--- src/rtl/load_store_unit_if.sv ---
// Core-side request/response channel of the load/store unit.
// The core drives the request and the response acceptance; the unit drives the rest.
interface load_store_unit_if;
   logic        req_valid;
   logic        req_ready;
   logic        req_we;
   logic [2:0]  req_funct3;
   logic [31:0] req_addr;
   logic [31:0] req_wdata;
   logic        rsp_valid;
   logic        rsp_ready;
   logic [31:0] rsp_rdata;
   logic        rsp_err;

   modport master (
      output req_valid, req_we, req_funct3, req_addr, req_wdata, rsp_ready,
      input  req_ready, rsp_valid, rsp_rdata, rsp_err
   );

   modport slave (
      input  req_valid, req_we, req_funct3, req_addr, req_wdata, rsp_ready,
      output req_ready, rsp_valid, rsp_rdata, rsp_err
   );
endinterface

--- src/rtl/load_store_unit.sv ---
// RV32I load/store unit: one request at a time, word-aligned SRAM access with byte
// strobes, sub-word load extraction and extension, error response for bad accesses.
module load_store_unit #(
   parameter int MEM_AW = 10
) (
   input  logic              clk,
   input  logic              rst,
   load_store_unit_if.slave  cpu,
   output logic              mem_en,
   output logic [3:0]        mem_we,
   output logic [MEM_AW-1:0] mem_addr,
   output logic [31:0]       mem_wdata,
   input  logic [31:0]       mem_rdata
);

   typedef enum logic [1:0] {IDLE, ACCESS, WAIT, RESP} state_t;

   localparam logic [2:0] F3_B  = 3'b000;
   localparam logic [2:0] F3_H  = 3'b001;
   localparam logic [2:0] F3_W  = 3'b010;
   localparam logic [2:0] F3_BU = 3'b100;
   localparam logic [2:0] F3_HU = 3'b101;

   state_t            state_q, state_d;
   logic              accept;
   logic              req_err;
   logic [3:0]        strb_d;
   logic [31:0]       wdata_d;

   logic [2:0]        funct3_q;
   logic [1:0]        lane_q;
   logic              we_q;
   logic [3:0]        strb_q;
   logic [MEM_AW-1:0] mem_addr_q;
   logic [31:0]       mem_wdata_q;
   logic [31:0]       rdata_q;
   logic              err_q;

   logic [31-(MEM_AW+2):0] unused_addr_hi;
   assign unused_addr_hi = cpu.req_addr[31:MEM_AW+2];

   // Pick the addressed byte/halfword out of the SRAM word and extend it.
   function automatic logic [31:0] format_load(input logic [31:0] word,
                                               input logic [2:0]  f3,
                                               input logic [1:0]  lane);
      logic [7:0]  b;
      logic [15:0] h;
      b = word[{lane, 3'b000} +: 8];
      h = lane[1] ? word[31:16] : word[15:0];
      case (f3)
         F3_B:    format_load = {{24{b[7]}}, b};
         F3_H:    format_load = {{16{h[15]}}, h};
         F3_BU:   format_load = {24'b0, b};
         F3_HU:   format_load = {16'b0, h};
         default: format_load = word;
      endcase
   endfunction

   assign accept = (state_q == IDLE) && cpu.req_valid;

   // NOTE: every always_comb output gets a default before the case so no latch is inferred.
   always_comb begin
      req_err = 1'b0;
      case (cpu.req_funct3)
         F3_B:    req_err = 1'b0;
         F3_H:    req_err = cpu.req_addr[0];
         F3_W:    req_err = |cpu.req_addr[1:0];
         F3_BU:   req_err = cpu.req_we;
         F3_HU:   req_err = cpu.req_we | cpu.req_addr[0];
         default: req_err = 1'b1;
      endcase
   end

   always_comb begin
      strb_d  = 4'b1111;
      wdata_d = cpu.req_wdata;
      case (cpu.req_funct3[1:0])
         2'b00: begin
            strb_d  = 4'b0001 << cpu.req_addr[1:0];
            wdata_d = {4{cpu.req_wdata[7:0]}};
         end
         2'b01: begin
            strb_d  = cpu.req_addr[1] ? 4'b1100 : 4'b0011;
            wdata_d = {2{cpu.req_wdata[15:0]}};
         end
         default: begin
            strb_d  = 4'b1111;
            wdata_d = cpu.req_wdata;
         end
      endcase
   end

   always_comb begin
      state_d = state_q;
      case (state_q)
         IDLE:    if (cpu.req_valid) state_d = req_err ? RESP : ACCESS;
         ACCESS:  state_d = we_q ? RESP : WAIT;
         WAIT:    state_d = RESP;
         RESP:    if (cpu.rsp_ready) state_d = IDLE;
         default: state_d = IDLE;
      endcase
   end

   // NOTE: sequential state uses non-blocking assignments so all registers update together.
   always_ff @(posedge clk or posedge rst) begin
      if (rst) begin
         state_q <= IDLE;
      end else begin
         state_q <= state_d;
      end
   end

   always_ff @(posedge clk or posedge rst) begin
      if (rst) begin
         funct3_q    <= 3'b000;
         lane_q      <= 2'b00;
         we_q        <= 1'b0;
         strb_q      <= 4'b0000;
         mem_addr_q  <= '0;
         mem_wdata_q <= 32'h0;
         rdata_q     <= 32'h0;
         err_q       <= 1'b0;
      end else begin
         if (accept) begin
            funct3_q <= cpu.req_funct3;
            lane_q   <= cpu.req_addr[1:0];
            we_q     <= cpu.req_we;
            rdata_q  <= 32'h0;
            err_q    <= req_err;
            // SRAM-side registers only move for requests that really reach the SRAM.
            if (!req_err) begin
               mem_addr_q <= cpu.req_addr[MEM_AW+1:2];
               strb_q     <= cpu.req_we ? strb_d : 4'b0000;
               if (cpu.req_we) mem_wdata_q <= wdata_d;
            end
         end
         if (state_q == WAIT) rdata_q <= format_load(mem_rdata, funct3_q, lane_q);
      end
   end

   assign cpu.req_ready = (state_q == IDLE);
   assign cpu.rsp_valid = (state_q == RESP);
   assign cpu.rsp_rdata = rdata_q;
   assign cpu.rsp_err   = err_q;
   assign mem_en        = (state_q == ACCESS);
   assign mem_we        = mem_en ? strb_q : 4'b0000;
   assign mem_addr      = mem_addr_q;
   assign mem_wdata     = mem_wdata_q;

endmodule

--- src/flat_wrapper.sv ---
// flat-port wrapper written by rule: the top's interface ports become plain ports
module load_store_unit_flat 
#(
   parameter int MEM_AW = 10
)
  (clk, rst, mem_en, mem_we, mem_addr, mem_wdata, mem_rdata, cpu_req_valid, cpu_req_we, cpu_req_funct3, cpu_req_addr, cpu_req_wdata, cpu_rsp_ready, cpu_req_ready, cpu_rsp_valid, cpu_rsp_rdata, cpu_rsp_err);
  load_store_unit_if cpu_i ();
  input  logic clk;
  input  logic rst;
  output logic mem_en;
  output logic [3:0] mem_we;
  output logic [MEM_AW-1:0] mem_addr;
  output logic [31:0] mem_wdata;
  input  logic [31:0] mem_rdata;
  input wire logic [$bits(cpu_i.req_valid)-1:0] cpu_req_valid;
  input wire logic [$bits(cpu_i.req_we)-1:0] cpu_req_we;
  input wire logic [$bits(cpu_i.req_funct3)-1:0] cpu_req_funct3;
  input wire logic [$bits(cpu_i.req_addr)-1:0] cpu_req_addr;
  input wire logic [$bits(cpu_i.req_wdata)-1:0] cpu_req_wdata;
  input wire logic [$bits(cpu_i.rsp_ready)-1:0] cpu_rsp_ready;
  output wire logic [$bits(cpu_i.req_ready)-1:0] cpu_req_ready;
  output wire logic [$bits(cpu_i.rsp_valid)-1:0] cpu_rsp_valid;
  output wire logic [$bits(cpu_i.rsp_rdata)-1:0] cpu_rsp_rdata;
  output wire logic [$bits(cpu_i.rsp_err)-1:0] cpu_rsp_err;
  assign cpu_i.req_valid = cpu_req_valid;
  assign cpu_i.req_we = cpu_req_we;
  assign cpu_i.req_funct3 = cpu_req_funct3;
  assign cpu_i.req_addr = cpu_req_addr;
  assign cpu_i.req_wdata = cpu_req_wdata;
  assign cpu_i.rsp_ready = cpu_rsp_ready;
  assign cpu_req_ready = cpu_i.req_ready;
  assign cpu_rsp_valid = cpu_i.rsp_valid;
  assign cpu_rsp_rdata = cpu_i.rsp_rdata;
  assign cpu_rsp_err = cpu_i.rsp_err;
  load_store_unit #(.MEM_AW(MEM_AW)) u_core (.clk(clk), .rst(rst), .cpu(cpu_i), .mem_en(mem_en), .mem_we(mem_we), .mem_addr(mem_addr), .mem_wdata(mem_wdata), .mem_rdata(mem_rdata));
endmodule
--- config.mk ---
export PLATFORM = sky130hd
export DESIGN_NAME = load_store_unit_flat
export DESIGN_NICKNAME = d
export VERILOG_FILES = /design/src/rtl/load_store_unit_if.sv /design/src/rtl/load_store_unit.sv /design/src/flat_wrapper.sv
export SDC_FILE = /design/constraint.sdc
export NUM_CORES = 1
export LEC_CHECK = 0
export CAP_MARGIN = 15
export CORE_MARGIN = 10
export CORE_UTILIZATION = 46
export CTS_CLUSTER_DIAMETER = 150
export DETAILED_ROUTE_END_ITERATION = 10
export HOLD_SLACK_MARGIN = 0.05
export PLACE_DENSITY_LB_ADDON = 0.2
export SYNTH_ARGS = -nofsm -noshare
export SYNTH_HDL_FRONTEND = slang
export SYNTH_SLANG_ARGS = --single-unit
export TNS_END_PERCENT = 100
--- constraint.sdc ---
create_clock -name clk -period 6.9 [get_ports clk]
set_clock_uncertainty 0.15 [all_clocks]
set_input_delay 1.725 -clock clk [delete_from_list [all_inputs] [get_ports clk]]
set_output_delay 1.725 -clock clk [all_outputs]
set_load 0.02 [all_outputs]
==> results.txt <==
----------------------------------------------------
[Yosys]
  Area share of the leading cell type in the synthesized netlist ... 0.506
  Number of cells produced by synthesis ... 417
  Number of register bits inferred by synthesis ... 87
  Syn_area_per_cell ... slightly above 10 um2
  Share of synthesized area occupied by flip-flops and latches ... 0.506
  Async S/R FF share, synth ... 1.00
  Adder and majority cell fraction of the synthesized area ... 0.0116
  Synth Area in Simple Gates ... 0.118
  Main combinational cell family by area after synthesis ... compound AO/OA/AOI/OAI gates
  Synthesized-area fraction occupied by ao, oa, aoi and oai cells ... 0.176
  Distinct cell type count of the synthesized netlist ... 42
  Fraction of synthesized cell area in xor and xnor cells ... 0
  Proportion of synthesized area in mux cells ... 0.138
  Leading cell types by total area after synthesis ... sky130_fd_sc_hd__dfrtp_1, sky130_fd_sc_hd__mux2_2, sky130_fd_sc_hd__mux2i_1, sky130_fd_sc_hd__o21ai_0, sky130_fd_sc_hd__nand2_1
  Number of warnings reported in the yosys synthesis log ... 0
  Number of nets in the synthesized netlist ... 525
  Post-synthesis instance area ... 4300 um2
  Cell accounting for the most synthesized area ... sky130_fd_sc_hd__dfrtp_1
  Count of flip-flops with a built-in enable after synthesis ... 0
  Post-synth top flop ... sky130_fd_sc_hd__dfrtp_1

[Global routing]
  Via count of the first global-routing pass ... 3709
  GRT Resource Usage Total ... 0.181
  Met1 track demand over resource in global routing ... 0.203
  Maximum number of pins on one net before global-route repair ... 57
  Aggregate global routing overflow ... 0
  Met3 layer usage reported by global route ... 0.0919
  Global-route wire length before repair ... a little under 20 mm
  M2 GR Usage ... 0.290
  Routing layer with the top usage in global route ... met2
  Number of antenna violations at the first check in global routing ... 0

[Clock tree]
  Clock root cell ... sky130_fd_sc_hd__clkbuf_8
  H-Tree Level Count ... 3
  Post-CTS repair timing setup buffer count ... 0
  Total number of clock tree sinks ... between 80 and 90
  Later-pin clock latency in the skew report ... 350 ps
  Number of buffers between clock root and the deepest sink ... 2
  PostCTS Resize Cnt ... 0
  Number of buffers created by CTS ... 9
  Hold buffer count at CTS ... 0
  Worst-path clk slew ... about 80 ps
  Clock tree from TritonCTS ... done

[Worst setup path]
  Slowest CP cell ... sky130_fd_sc_hd__clkdlybuf4s50_1
  Critical Path, Cell by Cell ... clkdlybuf4s50_1 > a21oi_1 > o21ai_4 > buf_16 > mux2_2
  Biggest fanout along the worst timing path ... 30
  Setup crit end ... u_core.mem_wdata[1]
  Endpoint of the most critical register-to-register path ... u_core.cpu.rsp_rdata[26]
  Data required time at the worst endpoint ... 6990 ps
  Data arrival time of the critical path ... 4250 ps
  Delay of the slowest cell on the worst path ... 1060 ps
  Startpoint types ... primary input
  Worst-case reg-to-reg path depth ... 4
  Crit Reg-Reg Startpoint ... u_core.funct3_q[1]
  Worst reg2reg setup slack ... 4420 ps
  Launching element of the worst setup path ... cpu_req_funct3[0]
  Capturing element type of the critical path ... register
  Crit path kind ... in -> reg

[Power]
  P per Cell Area ... 432 nW/um2
  Static leakage ... 2.66 nW
  Overall power ... 2.68 mW
  Maximum VDD drop ... 0.192 mV

[STA]
  Final hold violation count ... 0
  RSZ-0062 raised after global routing ... false
  Setup violation total in the final timing report ... 0
  Worst slew pin tran ... just over 900 ps
  Maximum achievable frequency ... 240 MHz
  Final slew viol count ... 0
  Fin Setup TNS ... 0 ps
  Worst slew slack as a fraction of its limit ... 0.390
  Min Tclk post-route ... 4170 ps
  Final critical-path share of the clock period ... 0.604

[Layout]
  Antenna diode count ... 0
  Multi-input combinational cell area ... 1920 um2
  Number of nets in the finished design ... 677
  Post-route cell area ... 6190 um2
  FF+latch area ... 2180 um2
  P&R area growth vs syn ... 43.9%
  Fraction of layout cells with a size suffix above 1 ... 0.120
  Number of filler cells placed in the layout ... just over 700
  Commonest cells after routing, fill and taps aside ... sky130_fd_sc_hd__clkdlybuf4s50_1, sky130_fd_sc_hd__dfrtp_1, sky130_fd_sc_hd__nand2_1
  Post-route insts no fill ... 685
  Most frequent standard cell in the layout excluding fill and tap cells ... sky130_fd_sc_hd__clkdlybuf4s50_1

[Placement]
  Number of input and output port buffers inserted ... 165
  DP Wirelength ... ~9.6 mm
  DP Area ... around 6000 um2
  Placed insts ... about 670
  Final weighted congestion in routability-driven placement ... 0.845

[Die]
  Core footprint ... 9150 um2
  Cell row count ... 35
  Die boundary height ... 117 um
  Die Outline Area ... 13600 um2
  Initial core utilization ... 0.470
  Die Wd ... 117 um
  I/O pin cnt ... 186

[Routing]
  DRC errors left ... 0
  Drt wl/cell ... 18.1 um
  Drt pass-1 iters ... 4
  Vias/cell ... 5.31
  Remaining number of nets flagged by the antenna check after routing ... 0
  Total wirelength of the detailed-routed design ... roughly 12 mm
  Vias ... between 3000 and 4000
  Violation count after the first detailed-route iteration ... 145

[Run status]
  Outcome ... completed

[Hold path]
  Hold crit path type ... reg -> reg

[Flow run]
  Max-cap violations ... 0

----------------------------------------------------
## worst min path at each step
stage                                         from                        to  slack, ps  cells after the start
after floorplan                   u_core.strb_q[0]          u_core.strb_q[0]        290                      2
after global placement            u_core.strb_q[3]          u_core.strb_q[3]        310                      2
after detailed placement  u_core.cpu.rsp_rdata[24]  u_core.cpu.rsp_rdata[24]        310                      2
after CTS                         u_core.strb_q[3]          u_core.strb_q[3]        330                      2
after global routing      u_core.cpu.rsp_rdata[17]  u_core.cpu.rsp_rdata[17]        360                      2
final                             u_core.strb_q[3]          u_core.strb_q[3]        330                      2
## report_power, final
part	total [mW]	switching [mW]	leakage, nW	internal, mW
clock network	0.378	0.180	0.103	0.198
registers	0.896	0.153	1.10	0.742
logic	1.40	0.734	1.46	0.669
total	2.68	1.07	2.66	1.61
## metrics by stage
step / utilization / worst slack [ps] / hold WS [ps]
2_1_floorplan: - / 2770 / 291
3_3_place_gp: 0.651 / 2170 / 308
3_5_place_dp: 0.651 / 2140 / 315
4_1_cts: 0.674 / 2520 / 334
5_1_grt: 0.677 / 2600 / 356
6_report: 0.677 / 2730 / 331
## cells by family after synthesis
family	Yosys count
AOI/OAI and AO/OA	116
adders and majority gates	4
buffers and inverters	40
DFF	87
muxes	55
and+or+nand+nor	115
## worst max-delay path: cells and delay by family
| kind | cells | cell delay, ps |
|---|---|---|
| buf+inv | 2 | 1300 |
| mux | 1 | 340 |
| compound gates | 2 | 870 |
## per-layer routing
metal  wire (um)  vias to the layer above
li1            -                     1759
met1        4890                     1733
met2        5760                      132
met3        1550                       15
met4         212                        0
met5           0                        -
## synthesized netlist by cell type (2+ instances only)
cell                       number
sky130_fd_sc_hd__buf_6          7
sky130_fd_sc_hd__o22ai_1        3
sky130_fd_sc_hd__o21ai_1        2
sky130_fd_sc_hd__a22o_1         7
sky130_fd_sc_hd__clkbuf_1       7
sky130_fd_sc_hd__a21oi_1       25
sky130_fd_sc_hd__nand2b_1       3
sky130_fd_sc_hd__ha_1           4
sky130_fd_sc_hd__nor3_1         5
sky130_fd_sc_hd__a211oi_1       6
sky130_fd_sc_hd__mux2i_1       25
sky130_fd_sc_hd__o21ai_2       11
sky130_fd_sc_hd__o32ai_1        5
sky130_fd_sc_hd__inv_1         12
sky130_fd_sc_hd__buf_1          2
sky130_fd_sc_hd__nor2b_1        3
sky130_fd_sc_hd__a221oi_2       2
sky130_fd_sc_hd__o21ai_0       44
sky130_fd_sc_hd__dfrtp_1       87
sky130_fd_sc_hd__nand2_1       57
sky130_fd_sc_hd__and2_1         5
sky130_fd_sc_hd__mux2_2        28
sky130_fd_sc_hd__buf_2         12
sky130_fd_sc_hd__nor2_1        37
## final cells by class
type / instances / share of cell area
Sequential cell: 87 / 0.352
Multi-Input combinational cell: 290 / 0.310
Timing Repair Buffer: 169 / 0.275
Clock buffer: 14 / 0.0279
Tap cell: 111 / 0.0224
Inverter: 12 / 0.00748
Clock inverter: 2 / 0.00606
## state kept, by name (all words and copies together), names as in the netlist
signal	flops
u_core.state_q	2
u_core.we_q	1
u_core.cpu.rsp_rdata	32
u_core.mem_addr	10
u_core.cpu.rsp_err	1
u_core.mem_wdata	32
u_core.strb_q	4
u_core.lane_q	2
u_core.funct3_q	3
Note: power is estimated with default switching activity, not from simulation.
==> patch, RTL diff (same settings) <==
`MEM_AW` is set to 10 in 2 places; all go to 12.
--- a/src/rtl/load_store_unit.sv
+++ b/src/rtl/load_store_unit.sv
@@ -1,7 +1,7 @@
 // RV32I load/store unit: one request at a time, word-aligned SRAM access with byte
 // strobes, sub-word load extraction and extension, error response for bad accesses.
 module load_store_unit #(
-   parameter int MEM_AW = 10
+   parameter int MEM_AW = 12
 ) (
    input  logic              clk,
    input  logic              rst,
--- a/src/flat_wrapper.sv
+++ b/src/flat_wrapper.sv
@@ -1,7 +1,7 @@
 // flat-port wrapper written by rule: the top's interface ports become plain ports
 module load_store_unit_flat 
 #(
-   parameter int MEM_AW = 10
+   parameter int MEM_AW = 12
 )
   (clk, rst, mem_en, mem_we, mem_addr, mem_wdata, mem_rdata, cpu_req_valid, cpu_req_we, cpu_req_funct3, cpu_req_addr, cpu_req_wdata, cpu_rsp_ready, cpu_req_ready, cpu_rsp_valid, cpu_rsp_rdata, cpu_rsp_err);
   load_store_unit_if cpu_i ();
Ports: changed (resized mem_addr); port bits go from 186 to 188. The function was not compared with the original's and may differ.
==> patch against the unedited design <==
Cell area up 2.1%; register-to-register slack got worse by 0.22 ns; sequential share of layout area is 0.068 points higher; worst setup slack lost 0.26 ns; power increased by 2.4%; count of clock-buffer cells in the layout down 5; sequential cell count up 2; wire length increased by 1.7%; synthesized cell count grew 1.4%; synthesized area is 2.3% higher; first-iteration DRC count up 26%; global-route usage fell by 0.14 points; largest power group unchanged.
==> patch: results (changes against the unedited design) <==
power:
  pg_comb_w: 0.00147  # was 0.00140 W
  power_w: 0.00274  # was 0.00268 W
  switching_power_w: 0.00111  # was 0.00107 W
  clkPwrFrac: 0.130  # was 0.141
  p_leak_nw: 2.76  # was 2.66 nW
  vdd_drop_max_mv: 0.209  # was 0.192 mV
placed_design:
  post-dp-hpwl_microns: 9500  # was 9590 microns
  place_area_sq_um: 6110  # was 5950 sq um
  dpl.cell_count: 696  # was 668
  gp_congestion: 0.840  # was 0.845
  io_buffers: 169  # was 165
  pre_cts_slack_ns: 2.12  # was 2.14 ns
yosys:
  ys_seq_elements: 89  # was 87
  yosysSeqAreaShare: 0.506  # about the same
  syn_nets: 531  # was 525
  yosys.cell_types.count: 41  # was 42
  syn_avg_cell_area_sq_um: 10.4  # was 10.3 sq um
  synth-warning-count: 0  # unchanged
layout:
  area_delta_synth_final_pct: 43.7  # was 43.9%
  seq_share: 0.352  # about the same
  drive_above_1_share: 0.120  # about the same
  nNonClkInverters: 13  # was 12
  nNonClkBuffers: 174  # was 169
  num-multi-input-gates: 292  # was 290
  nets: 687  # was 677
  multi_input_area_sq_um: 1950  # was 1920 sq um
  final-clk-cell-share: 0.0309  # was 0.0339
  buf_share: 0.275  # about the same
grt:
  grt_pass1_vias: 3910  # was 3709
  grt_max_degree: 50  # was 57
  grt_pass1_wl_microns: 20700  # was 19400 microns
status:
  status: "finished clean"  # unchanged
hold_path:
  holdPathEnd: "u_core.mem_wdata[29]"  # was u_core.strb_q[3]
critical_path:
  reg2reg_depth: 6  # was 4
  arrival_ns: 4.50  # was 4.25 ns
  worstReg2RegEnd: "u_core.mem_wdata[6]"  # was u_core.cpu.rsp_rdata[26]
  crit_fanout: 38  # was 30
  reg2reg_setup_slack_ns: 4.20  # was 4.42 ns
  slowest_delay_ns: 1.02  # was 1.06 ns
  timing.rr.start: "u_core.state_q[0]"  # was u_core.funct3_q[1]
drt:
  wire_per_inst_microns: 17.7  # was 18.1 microns
  vias: 3680  # was 3639
  drt_iter0_drc: 182  # was 145
timing:
  holdWs_ns: 0.333  # was 0.331 ns
  max_slew_margin: 0.371  # was 0.390
[patch: worst max-delay path by stage]
stage,slack (ns),from,cells past startpoint,end
3_5_place_dp,2.12,cpu_req_funct3[0],5,u_core.mem_wdata[6]
4_1_cts,2.50,cpu_req_funct3[0],5,u_core.mem_wdata[6]
6_report,2.47,cpu_req_funct3[0],5,u_core.mem_wdata[6]
3_3_place_gp,2.13,cpu_req_funct3[0],5,u_core.mem_wdata[5]
2_1_floorplan,2.72,rst,1,u_core.cpu.rsp_err
5_1_grt,2.26,cpu_req_funct3[0],5,u_core.mem_wdata[6]
[patch: layer usage]
layer | up-vias | track usage | wire (microns)
li1 | 1796 | - | -
met1 | 1752 | 0.217 | 5290
met2 | 121 | 0.294 | 6030
met3 | 11 | 0.0705 | 1180
met4 | 0 | 0.0456 | 125
met5 | - | 0 | 0
[patch: cells by family after synthesis]
group                      synth area share
buffers and inverters                0.0526
adders and majority gates            0.0114
and+or+nand+nor                       0.111
muxes                                 0.147
DFF                                   0.506
AOI/OAI and AO/OA                     0.171
